### src/rtl/rgmii_rx_framer.sv
// RGMII receive framer: strips preamble/SFD, packs payload bytes into OUT_BYTES-wide
// beats with keep/last/user, samples in-band link status and keeps frame counters.
//
// state     | meaning
// WAIT_IDLE | after reset; wait for rx_valid low so a frame is never joined mid-stream
// IDLE      | inter-frame gap; in-band link status sampled here
// PREAMBLE  | consuming 0x55 bytes until the 0xD5 SFD
// PAYLOAD   | packing payload bytes into beats
// DROP      | discarding the rest of a bad or truncated frame
module rgmii_rx_framer #(
    parameter int OUT_BYTES = 1,
    parameter int MAX_LEN   = 1522,
    parameter int CNT_W     = 16
) (
    input  logic                   clk,
    input  logic                   rst,
    input  logic [7:0]             rx_data,
    input  logic                   rx_valid,
    input  logic                   rx_error,
    input  logic                   nibble_mode,
    output logic [8*OUT_BYTES-1:0] m_data,
    output logic [OUT_BYTES-1:0]   m_keep,
    output logic                   m_valid,
    output logic                   m_last,
    output logic                   m_user,
    output logic                   link_up,
    output logic [1:0]             link_speed,
    output logic                   full_duplex,
    output logic [CNT_W-1:0]       frame_ok_cnt,
    output logic [CNT_W-1:0]       frame_err_cnt
);

    localparam int FILL_W = $clog2(OUT_BYTES + 1);
    localparam int REM_W  = $clog2(MAX_LEN + 1);

    typedef enum logic [2:0] {
        S_WAIT_IDLE,
        S_IDLE,
        S_PREAMBLE,
        S_PAYLOAD,
        S_DROP
    } state_t;

    state_t                 state;
    logic                   nib_mode_q;
    logic                   nib_phase;
    logic [3:0]             nib_lo;
    logic                   asm_nib;
    logic                   byte_vld;
    logic [7:0]             asm_byte;
    logic [8*OUT_BYTES-1:0] word_q;
    logic [FILL_W-1:0]      fill_q;
    logic [OUT_BYTES-1:0]   fill_mask;
    logic [REM_W-1:0]       remain_q;
    logic                   err_sticky;
    logic                   drop_pending;

    function automatic logic [CNT_W-1:0] sat_inc(input logic [CNT_W-1:0] v);
        return (v == '1) ? v : v + 1'b1;
    endfunction

    // The first nibble of a frame arrives in IDLE, before nib_mode_q is loaded.
    always_comb begin
        asm_nib  = (state == S_IDLE) ? nibble_mode : nib_mode_q;
        byte_vld = 1'b0;
        asm_byte = rx_data;
        if (rx_valid) begin
            if (!asm_nib) begin
                byte_vld = 1'b1;
            end else if (nib_phase) begin
                byte_vld = 1'b1;
                asm_byte = {rx_data[3:0], nib_lo};
            end
        end
    end

    always_comb begin
        fill_mask = '0;
        for (int i = 0; i < OUT_BYTES; i++) begin
            fill_mask[i] = (FILL_W'(i) < fill_q);
        end
    end

    always_ff @(posedge clk) begin
        if (rst) begin
            state         <= S_WAIT_IDLE;
            nib_mode_q    <= 1'b0;
            nib_phase     <= 1'b0;
            nib_lo        <= '0;
            word_q        <= '0;
            fill_q        <= '0;
            remain_q      <= '0;
            err_sticky    <= 1'b0;
            drop_pending  <= 1'b0;
            m_data        <= '0;
            m_keep        <= '0;
            m_valid       <= 1'b0;
            m_last        <= 1'b0;
            m_user        <= 1'b0;
            link_up       <= 1'b0;
            link_speed    <= '0;
            full_duplex   <= 1'b0;
            frame_ok_cnt  <= '0;
            frame_err_cnt <= '0;
        end else begin
            m_valid <= 1'b0;
            m_last  <= 1'b0;
            m_user  <= 1'b0;

            // A dangling low nibble when rx_valid drops is simply forgotten.
            if (rx_valid && asm_nib && !nib_phase) begin
                nib_lo    <= rx_data[3:0];
                nib_phase <= 1'b1;
            end else begin
                nib_phase <= 1'b0;
            end

            case (state)
                S_WAIT_IDLE: begin
                    if (!rx_valid) state <= S_IDLE;
                end

                S_IDLE: begin
                    if (rx_valid) begin
                        nib_mode_q <= nibble_mode;
                        state      <= S_PREAMBLE;
                    end else if (!rx_error) begin
                        link_up     <= rx_data[0];
                        link_speed  <= rx_data[2:1];
                        full_duplex <= rx_data[3];
                    end
                end

                S_PREAMBLE: begin
                    if (!rx_valid) begin
                        frame_err_cnt <= sat_inc(frame_err_cnt);
                        state         <= S_IDLE;
                    end else if (rx_error) begin
                        drop_pending <= 1'b1;
                        state        <= S_DROP;
                    end else if (byte_vld) begin
                        if (asm_byte == 8'hD5) begin
                            fill_q     <= '0;
                            remain_q   <= REM_W'(MAX_LEN);
                            err_sticky <= 1'b0;
                            state      <= S_PAYLOAD;
                        end else if (asm_byte != 8'h55) begin
                            drop_pending <= 1'b1;
                            state        <= S_DROP;
                        end
                    end
                end

                S_PAYLOAD: begin
                    if (!rx_valid) begin
                        state <= S_IDLE;
                        if (fill_q == '0) begin
                            frame_err_cnt <= sat_inc(frame_err_cnt);
                        end else begin
                            m_valid <= 1'b1;
                            m_last  <= 1'b1;
                            m_data  <= word_q;
                            m_keep  <= fill_mask;
                            m_user  <= err_sticky;
                            if (err_sticky) frame_err_cnt <= sat_inc(frame_err_cnt);
                            else            frame_ok_cnt  <= sat_inc(frame_ok_cnt);
                        end
                    end else begin
                        if (rx_error) err_sticky <= 1'b1;
                        if (byte_vld) begin
                            if (remain_q == '0) begin
                                // Byte MAX_LEN+1: close the frame as errored, already counted.
                                m_valid       <= 1'b1;
                                m_last        <= 1'b1;
                                m_user        <= 1'b1;
                                m_data        <= word_q;
                                m_keep        <= fill_mask;
                                frame_err_cnt <= sat_inc(frame_err_cnt);
                                drop_pending  <= 1'b0;
                                state         <= S_DROP;
                            end else begin
                                remain_q <= remain_q - 1'b1;
                                if (fill_q == FILL_W'(OUT_BYTES)) begin
                                    m_valid     <= 1'b1;
                                    m_data      <= word_q;
                                    m_keep      <= '1;
                                    word_q[7:0] <= asm_byte;
                                    fill_q      <= FILL_W'(1);
                                end else begin
                                    for (int i = 0; i < OUT_BYTES; i++) begin
                                        if (fill_q == FILL_W'(i)) word_q[8*i +: 8] <= asm_byte;
                                    end
                                    fill_q <= fill_q + 1'b1;
                                end
                            end
                        end
                    end
                end

                S_DROP: begin
                    if (!rx_valid) begin
                        if (drop_pending) frame_err_cnt <= sat_inc(frame_err_cnt);
                        drop_pending <= 1'b0;
                        state        <= S_IDLE;
                    end
                end

                default: state <= S_WAIT_IDLE;
            endcase
        end
    end

endmodule

### config.mk
export PLATFORM = sky130hd
export DESIGN_NAME = rgmii_rx_framer
export DESIGN_NICKNAME = d
export VERILOG_FILES = /design/src/rtl/rgmii_rx_framer.sv
export SDC_FILE = /design/constraint.sdc
export NUM_CORES = 1
export LEC_CHECK = 0
export CAP_MARGIN = 15
export CORE_MARGIN = 3
export CORE_UTILIZATION = 49
export CTS_CLUSTER_SIZE = 24
export DETAILED_ROUTE_END_ITERATION = 10
export GPL_TIMING_DRIVEN = 0
export PLACE_DENSITY = 0.74
export SYNTH_ARGS = -nofsm -noshare
export SYNTH_HDL_FRONTEND = slang
export SYNTH_SLANG_ARGS = --single-unit
### constraint.sdc
create_clock -name clk -period 2.61 [get_ports clk]
set_clock_uncertainty 0.1 [all_clocks]
set_input_delay 0.522 -clock clk [delete_from_list [all_inputs] [get_ports clk]]
set_output_delay 0.522 -clock clk [all_outputs]
set_load 0.03 [all_outputs]
## Word level (Yosys, flattened, before mapping)

Index checks and enable logic that the tools add are counted.

- Flip-flop bits (word level): 79
- Logic and storage cells: 160
- Input port bits: 13
- Output and inout port bits: 48

- Muxes and demuxes: 77
- $lt $le $gt $ge: 1
- Reduce and logical (&&, ||, !) cells: 21
- Eq/ne operators: 32
- Bitwise logic cells: 6
- Add/sub/neg operators: 4

Operators by type and width:

| operator | count |
|---|---|
| two-way mux 16 bit | 9 |
| two-way mux 11 bit | 7 |
| two-way mux 8 bit | 7 |
| case mux 16 bit (3 select lines) | 1 |
| two-way mux 1 bit | 38 |
| adder 16 x 1 -> 16 bit, second input constant | 2 |
| == test 16 bit, second input constant | 2 |
| two-way mux 3 bit | 10 |
| != test 2 bit, second input constant | 14 |
| case mux 11 bit (2 select lines) | 1 |
| != test 3 bit, second input constant | 5 |
| AND reduction 7 bit | 2 |
| case mux 3 bit (4 select lines) | 1 |
| logical NOT 11 bit | 1 |
| subtractor 11 x 1 -> 11 bit, second input constant | 1 |
| AND reduction 9 bit | 1 |
| == test 8 bit, second input constant | 1 |
| != test 4 bit, second input constant | 2 |
| != test 8 x 7 -> 1 bit, second input constant | 1 |
| AND reduction 4 bit | 2 |
| AND reduction 8 bit | 1 |
| == test 3 x 2 -> 1 bit, second input constant | 2 |
| inverter 1 bit | 6 |
| AND reduction 6 bit | 1 |
| other kinds (18) | 23 |

## Longest topological paths before layout

Gate-level depths: netlist (run 1).

- Depth after elaboration: 11
- Gate-level depth with buffers: 9
- Depth with buffers taken out: 8

## Worst setup path after synthesis (run 1)

Ideal clock, no wire load.

- Path type: input port to flip-flop
- From: input port rx_error
- To: register state[1]
- Buffers on the path: 1
- Stages: 7
- Data required time: 2.376 ns
- Setup time: 0.134 ns
- Setup slack: 0.350 ns
- Arrival: 2.026 ns
- Path through: clkbuf_1 -> or4b_2 -> a21oi_1 -> a311o_1 -> nor3b_4 -> mux2i_1 -> o22ai_1

- Longest elaborated chain between the ends: 3
- Elaborated cells between the ends (all ways): 6
- Those cells by class: eq/ne: 2; mux: 3; reduce/logical: 1

Ends and longest elaborated chain:

| element | line | RTL |
|---|---|---|
| start, declared | 19 | `input logic rx_error,` |
| two-way mux 3 bit | 138 | `end else if (rx_error) begin` |
| two-way mux 3 bit | 135 | `if (!rx_valid) begin` |
| case mux 3 bit (4 select lines) | 118 | `case (state)` |
| end signal, assigned | 120 | `if (!rx_valid) state <= S_IDLE;` |
| end signal, assigned | 137 | `state <= S_IDLE;` |
| end signal, assigned | 140 | `state <= S_DROP;` |
| end, declared | 44 | `state_t state;` |

Several ways; a longest one is shown, not always the timed one.
A chain may end at the register's enable or synchronous reset.

## Worst setup path after layout (run 1)

- From: input port rx_valid
- To: register frame_err_cnt[8]

- Longest elaborated chain between the ends: 3
- Elaborated cells between the ends (all ways): 9
- Those cells by class: eq/ne: 5; mux: 3; reduce/logical: 1

Ends and longest elaborated chain:

| element | line | RTL |
|---|---|---|
| start, declared | 18 | `input logic rx_valid,` |
| two-way mux 1 bit | 67 | `if (rx_valid) begin` |
| != test 3 bit (no line) | - |  |
| AND reduction 7 bit (no line) | - |  |
| end signal, assigned | 136 | `frame_err_cnt <= sat_inc(frame_err_cnt);` |
| end signal, assigned | 158 | `frame_err_cnt <= sat_inc(frame_err_cnt);` |
| end signal, assigned | 165 | `if (err_sticky) frame_err_cnt <= sat_inc(frame_err_cnt);` |
| end, declared | 30 | `output logic [CNT_W-1:0] frame_err_cnt` |

Several ways; a longest one is shown, not always the timed one.

==> results of run 1 <==
through the flow:
stage	util [%]	hold slack (ns)	TNS, ns
6_report	65.5	0.382	0
5_1_grt	65.5	0.411	-0.0398
4_1_cts	64.8	0.385	0
3_5_place_dp	61.6	0.368	-9.73
3_3_place_gp	61.6	0.363	-9.45
2_1_floorplan	-	0.344	0
cell type report:
cell class | count | area (um^2)
fill | 642 | 2570
multi-input combinational | 333 | 2190
sequential | 79 | 1580
timing repair buffer | 61 | 606
clock buffer | 10 | 138
tap | 99 | 124
buffer | 21 | 115
clock inverter | 6 | 91.3
inverter | 7 | 26.3
state kept, by name (all words and copies together), names as in the netlist, 2 cells and up:
signal / count
remain_q: 11
frame_err_cnt: 16
word_q: 8
m_data: 8
link_speed: 2
frame_ok_cnt: 16
state: 3
nib_lo: 4
tightest hold or removal path: cells and delay by family, from the launching register on:
family / cells / cell delay [ns]
AOI/OAI and AO/OA: 1 / 0.06
DFF: 1 / 0.33
and+or+nand+nor: 1 / 0.06
power breakdown:
group / switching (mW) / leakage (nW) / total (mW) / internal [mW]
logic: 0.170 / 0.925 / 0.289 / 0.118
registers: 0.0158 / 0.637 / 1.24 / 1.22
clock network: 0.483 / 0.105 / 1.05 / 0.568
layer usage:
layer	part of all wire (%)	GRT usage, %
met1	46	28.9
met5	0	0
met3	5.7	5.10
met4	0.84	6.49
met2	48	37.2
repair_timing:
item,4_1_cts,5_1_grt
gates resized for setup,2,6
setup endpoints to repair,9,36
setup buffers,0,2
pin swaps,0,2
cell usage in the layout (no fill, tap or decap), types with 3 or more instances in the layout:
cell,instances
dfxtp_1,79
nor2_1,66
clkdlybuf4s50_1,59
nand2_1,32
nand3_1,31
mux2i_1,25
xor2_1,25
a21oi_1,20
nand4_1,12
a211oi_1,11
o21ai_0,11
clkbuf_8,10
nor3_1,9
and3_1,9
clkbuf_1,9
inv_1,7
nand2b_1,6
buf_4,6
and2_1,6
a311oi_1,6
buf_2,5
and4_1,4
xnor2_1,4
nor4bb_1,3
ha_1,3
clkinvlp_4,3
logic make-up after synthesis:
| group | synth area share, % |
|---|---|
| compound gates | 12.4 |
| xor+xnor | 6.56 |
| fa+ha+maj | 0.970 |
| buf+inv | 3.65 |
| flops | 40.9 |
| mux | 7.60 |
| simple gates | 28.0 |
path summary, 6_finish.rpt:
kind / startpoint / endpoint / slack, ns
worst min register to register: nib_lo[2] / nib_lo[2] / 0.38
worst max-delay path: rx_valid / frame_err_cnt[8] / 0.13
worst min-delay path: nib_lo[2] / nib_lo[2] / 0.38
worst max register to register: state[0] / remain_q[3] / 0.16
==> results.md, run 1 <==
* Max-Cap Viols at 0
* Core ar. at ~0.0074 mm^2
* # placed instances at approximately 600
* Crit-path max cell delay at roughly 0.5 ns
* # DRC at 0
* Fraction of registers with async set/reset at 0%
* EDFF count, synth at 0
* Most common flop cell mapped by yosys: dfxtp_1
* Pwr Total at ~2.6 mW
* Post-Syn Area at around 0.0039 mm^2
* Cell family with most CP delay: buffers and inverters
* Num CTS Buffers at 9
* Pin count of the biggest net entering global routing at 15
* Post-synthesis sequential area ratio at ~41%
* Initial antenna violation count at 0
* Avg Cell Area, Syn at just under 9 um^2
* Slowest cell on crit path: clkdlybuf4s50_1
* Setup slack after layout at 0.131 ns
* Final period util at 95.0%
* DRT antenna net count at 0
* Port-buffer cells at 59
* Worst-Margin Slew at 1.15 ns
* Ys Warns at 0
* Proportion of netlist area held by the largest area contributor at 40.9%
* Clk sinks at a little under 80
* Total gr overflow at 0
* Placement Rows at 31
* Fin. Hold Viols at 0
* Post-synthesis register bit count at 79
* Num ports at ~60
* DR vias at 3503
* Startpoint Class: primary input
* First-pass DRT Iterations at 5
* Kind of critical path: in -> reg
* Critical path buffer and inverter count at 3
* Pre-CTS WS at -0.459 ns
* R2R depth at 8
* Largest cells by area after synthesis: dfxtp_1 (41%), mux2i_1 (6.7%), nor2_1 (6.4%)
* Die height at roughly 95 um
* Stages on the worst setup path at 9
* TritonCTS clock tree: built
* Layout cells sized above 1 at under 10%
* PwrDens at between 500 and 600 mW/mm^2
* Slew HR at approximately a quarter
* Final Non-Filler Cells at between 600 and 700
* WP data arrival at about 2.6 ns
* Maximum vdd ir drop at between 200 and 300 uV
* Diodes inserted at 0
* Hold Buf Count CTS at 0
* HPWL reported at the end of detailed placement at between 6000 and 7000 um
* Total number of H-tree levels at 3
* Placed instance area at approximately 0.0046 mm^2
* Cells on Worst Hold Path at 2
* Gr usage total at between 20 and 25%
* Required time of the critical path at 2.75 ns
* Crit. End Element: flop
* Starting Density at just over 50%
* Syn_nets at 456
* Max Clk Rate at about 0.40 GHz
* Routed wire length at between 9000 and 10000 um
* Tmin final at 2.48 ns
* Nets at 528
* Clock root buffer: clkbuf_8
* Die W at about 95 um
* Vias in the first global route at approximately 3.4k
* Cell with the most instances after synthesis: dfxtp_1
* Routability cong. at 0.877
* First-pass GRT wire length at approximately 16000 um
* Starting DRT DRC Count at between 100 and 150
* Crit-path cells: clkdlybuf4s50_1, buf_2, nand2b_1, o31ai_1, nor4b_2, buf_4, nand4_1, xor2_1, nor2_1
* Max Buffers Root-to-Sink at 2
* Wirelength per Cell at between 15 and 20 um
* Final instance area at around 0.0049 mm^2
* CP Max Fanout at 10
* Max-slew violations at 0
* Netlist cell types at between 60 and 70
* Area growth from synthesis to final layout at 26.0%
* Post-Synthesis Cells at between 400 and 500
* Yosys top cell by area: dfxtp_1
* Via density at 5.69
* Clk slew on worst S/H paths at about 0.090 ns
* Leakage at about 1.7 nW
* Overall die area at between 0.009 and 0.01 mm^2
* Clk_lat worst skew at 0.36 ns
* HP Class: reg -> reg
* Status: finished clean
* RSZ-0062 raised after global routing: yes
* Final setup fails at 0
* Most frequent cells after synthesis: dfxtp_1 (79), nor2_1 (66), nand2_1 (32)
Power figures use the tool's default switching activity.
==> inputs of run 2 (changes only) <==
--- a/config.mk
+++ b/config.mk
@@ -10,8 +10,10 @@
 export CORE_UTILIZATION = 49
 export CTS_CLUSTER_SIZE = 24
 export DETAILED_ROUTE_END_ITERATION = 10
+export DONT_BUFFER_PORTS = 1
 export GPL_TIMING_DRIVEN = 0
-export PLACE_DENSITY = 0.74
+export HOLD_SLACK_MARGIN = 0.1
+export PLACE_DENSITY = 0.64
 export SYNTH_ARGS = -nofsm -noshare
 export SYNTH_HDL_FRONTEND = slang
 export SYNTH_SLANG_ARGS = --single-unit
==> results.md, run 2 (synthesized netlist as in run 1, its figures left out) <==
* Hold Buf Count CTS at 0 (unchanged)
* Max Buffers Root-to-Sink at 2 (unchanged)
* Area growth from synthesis to final layout at 10.3%
* Layout cells sized above 1 at 11.3% (+1.4 points)
* Total number of H-tree levels at 3 (unchanged)
* R2R depth at 8 (unchanged)
* Starting DRT DRC Count at 180 (+37%)
* Startpoint Class: flop
* WP data arrival at 2.53 ns (-0.09 ns)
* Largest regs: frame_err_cnt x16, frame_ok_cnt x16, remain_q x11
* Internal Power at 1.79 mW (-6.4%)
* Leakage at 1.46 nW (-12%)
* Core Util, Final at 57.3% (-8.1 points)
* Placed instance area at 0.00399 mm^2 (-13%)
* Wirelength per Cell at 16.7 um (+6.1%)
* Filler cell count at 723 (+13%)
* Slowest cell on crit path: nor3b_4
* Pwr Total at 2.44 mW (-5.4%)
* Part of the power in registers at 51.2% (+3.2 points)
* Kind of critical path: reg -> reg
* CP Max Fanout at 10 (unchanged)
* Die W at 94.9 um (unchanged)
* Num CTS Buffers at 9 (unchanged)
* Port-buffer cells at 0 (-100%)
* Num ports at 61 (unchanged)
* Psw at 652 uW (-2.5%)
* Nets at 471 (-11%)
* First-pass DRT Iterations at 4 (-1)
* Cells on Worst Hold Path at 2 (unchanged)
* # DRC at 0 (unchanged)
* Sw Ratio at 26.7% (+0.79 points)
* TritonCTS clock tree: built
* HP Class: in -> reg
* Starting Density at 52.0% (unchanged)
* Die height at 94.9 um (unchanged)
* Max-slew violations at 0 (unchanged)
* Diodes inserted at 0 (unchanged)
* Max Clk Rate at 0.415 GHz (+2.8%)
* Final Non-Filler Cells at 559 (-9.3%)
* Routed wire length at 9320 um (-3.7%)
* Max-Cap Viols at 0 (unchanged)
* Gr usage total at 21.6% (-0.78 points)
* Maximum vdd ir drop at 304 uV (+19%)
* Clk slew on worst S/H paths at 0.09 ns (about the same)
* Fin. Hold Viols at 0 (unchanged)
* Final period util at 92.4% (-2.6 points)
* FF/Latch Area at 0.00158 mm^2 (unchanged)
* Total gr overflow at 0 (unchanged)
* Fin Setup TNS at 0 ns (unchanged)
* RSZ-0062 raised after global routing: no
* Crit. End Element: flop
* Final instance area at 0.00427 mm^2 (-12%)
* Core ar. at 0.00745 mm^2 (unchanged)
* Routability cong. at 0.863 (-1.7%)
* Initial antenna violation count at 0 (unchanged)
* Pin count of the biggest net entering global routing at 15 (unchanged)
* Final hold slack at 0.206 ns (-0.176 ns)
* Multi-input gate area at 0.00219 mm^2 (-0.23%)
* DRT antenna net count at 0 (unchanged)
* Setup slack after layout at 0.198 ns (+0.0670 ns)
* Combinational Power Share at 9.8% (-1.4 points)
* Vias in the first global route at 2980 (-12%)
* Clock root buffer: clkbuf_8
* HPWL reported at the end of detailed placement at 6600 um (-3.9%)
* DR vias at 3224 (-8.0%)
* Clk_lat worst skew at 0.36 ns (about the same)
* First-pass GRT wire length at 15100 um (-5.0%)
* Most common cell after layout, fill and taps aside: dfxtp_1
* Clock share of power at 39.0% (-1.8 points)
* Placement Rows at 31 (unchanged)
* Required time of the critical path at 2.73 ns (-0.02 ns)
* Overall die area at 0.00900 mm^2 (unchanged)
* Worst-Margin Slew at 0.689 ns (-0.459 ns)
* # placed instances at 539 (-9.9%)
* Tmin final at 2.41 ns (-0.0670 ns)
* Via density at 5.77 (+1.4%)
* Status: finished clean
* Pre-CTS WS at 0.0176 ns (+0.476 ns)
* Final setup fails at 0 (unchanged)
* Slew HR at 53.9% (+31 points)
* Crit-path cells: buf_4, nor3b_4, mux2i_1, buf_6, and4bb_2, nor3b_4, mux2i_1, o22ai_1
* PwrDens at 571 mW/mm^2 (+8.0%)
* Crit-path max cell delay at 0.37 ns (-0.13 ns)
* Most frequent cells in the layout: dfxtp_1 (79), nor2_1 (66), nand2_1 (32)
* Clk sinks at 79 (unchanged)
==> run 2: final cells by class <==
class,count,share of cell area (%)
tap,99,2.90
clock inverter,6,1.58
timing repair buffer,4,0.645
buffer,21,2.70
multi-input combinational,333,51.3
sequential,79,37.0
clock buffer,10,3.22
inverter,7,0.615
==> run 2: power groups by stage <==
stage                     Clock [mW]  Sequential, mW  Combinational, mW
after floorplan                    0            1.27              0.182
after global placement             0            1.28              0.226
after detailed placement           0            1.28              0.228
after CTS                      0.969            1.25              0.230
after global routing            1.02            1.25              0.263
final                          0.950            1.25              0.239
==> run 2: timing repair <==
action,4_1_cts,5_1_grt
endpoints found under the setup margin,1,20
gates resized for setup,1,6
cloned,0,0
pin swaps,0,1
setup buffers,0,3
==> run 2: final timing paths <==
kind                   start         to  slack, ns
setup / recovery    state[0]   state[1]       0.20
hold / removal    rx_data[0]  nib_lo[0]       0.21
setup reg to reg    state[0]   state[1]       0.20
hold reg to reg    nib_lo[0]  nib_lo[0]       0.38
==> run 2: metal layers <==
metal / vias up / track usage, % / part of all wire (%)
met3: 15 / 4.86 / 6.0
li1: 1608 / - / -
met4: 0 / 7.57 / 1.6
met5: - / 0 / 0
met1: 1528 / 28.1 / 46
met2: 73 / 35.1 / 47
==> run 2: critical path, delay by kind of cell (launching register included) <==
kind	cells	cell delay, ns
AO/OA/AOI/OAI	1	0.10
buffers and inverters	2	0.35
flip-flops	1	0.31
multiplexers	2	0.49
AND/OR/NAND/NOR	3	0.92
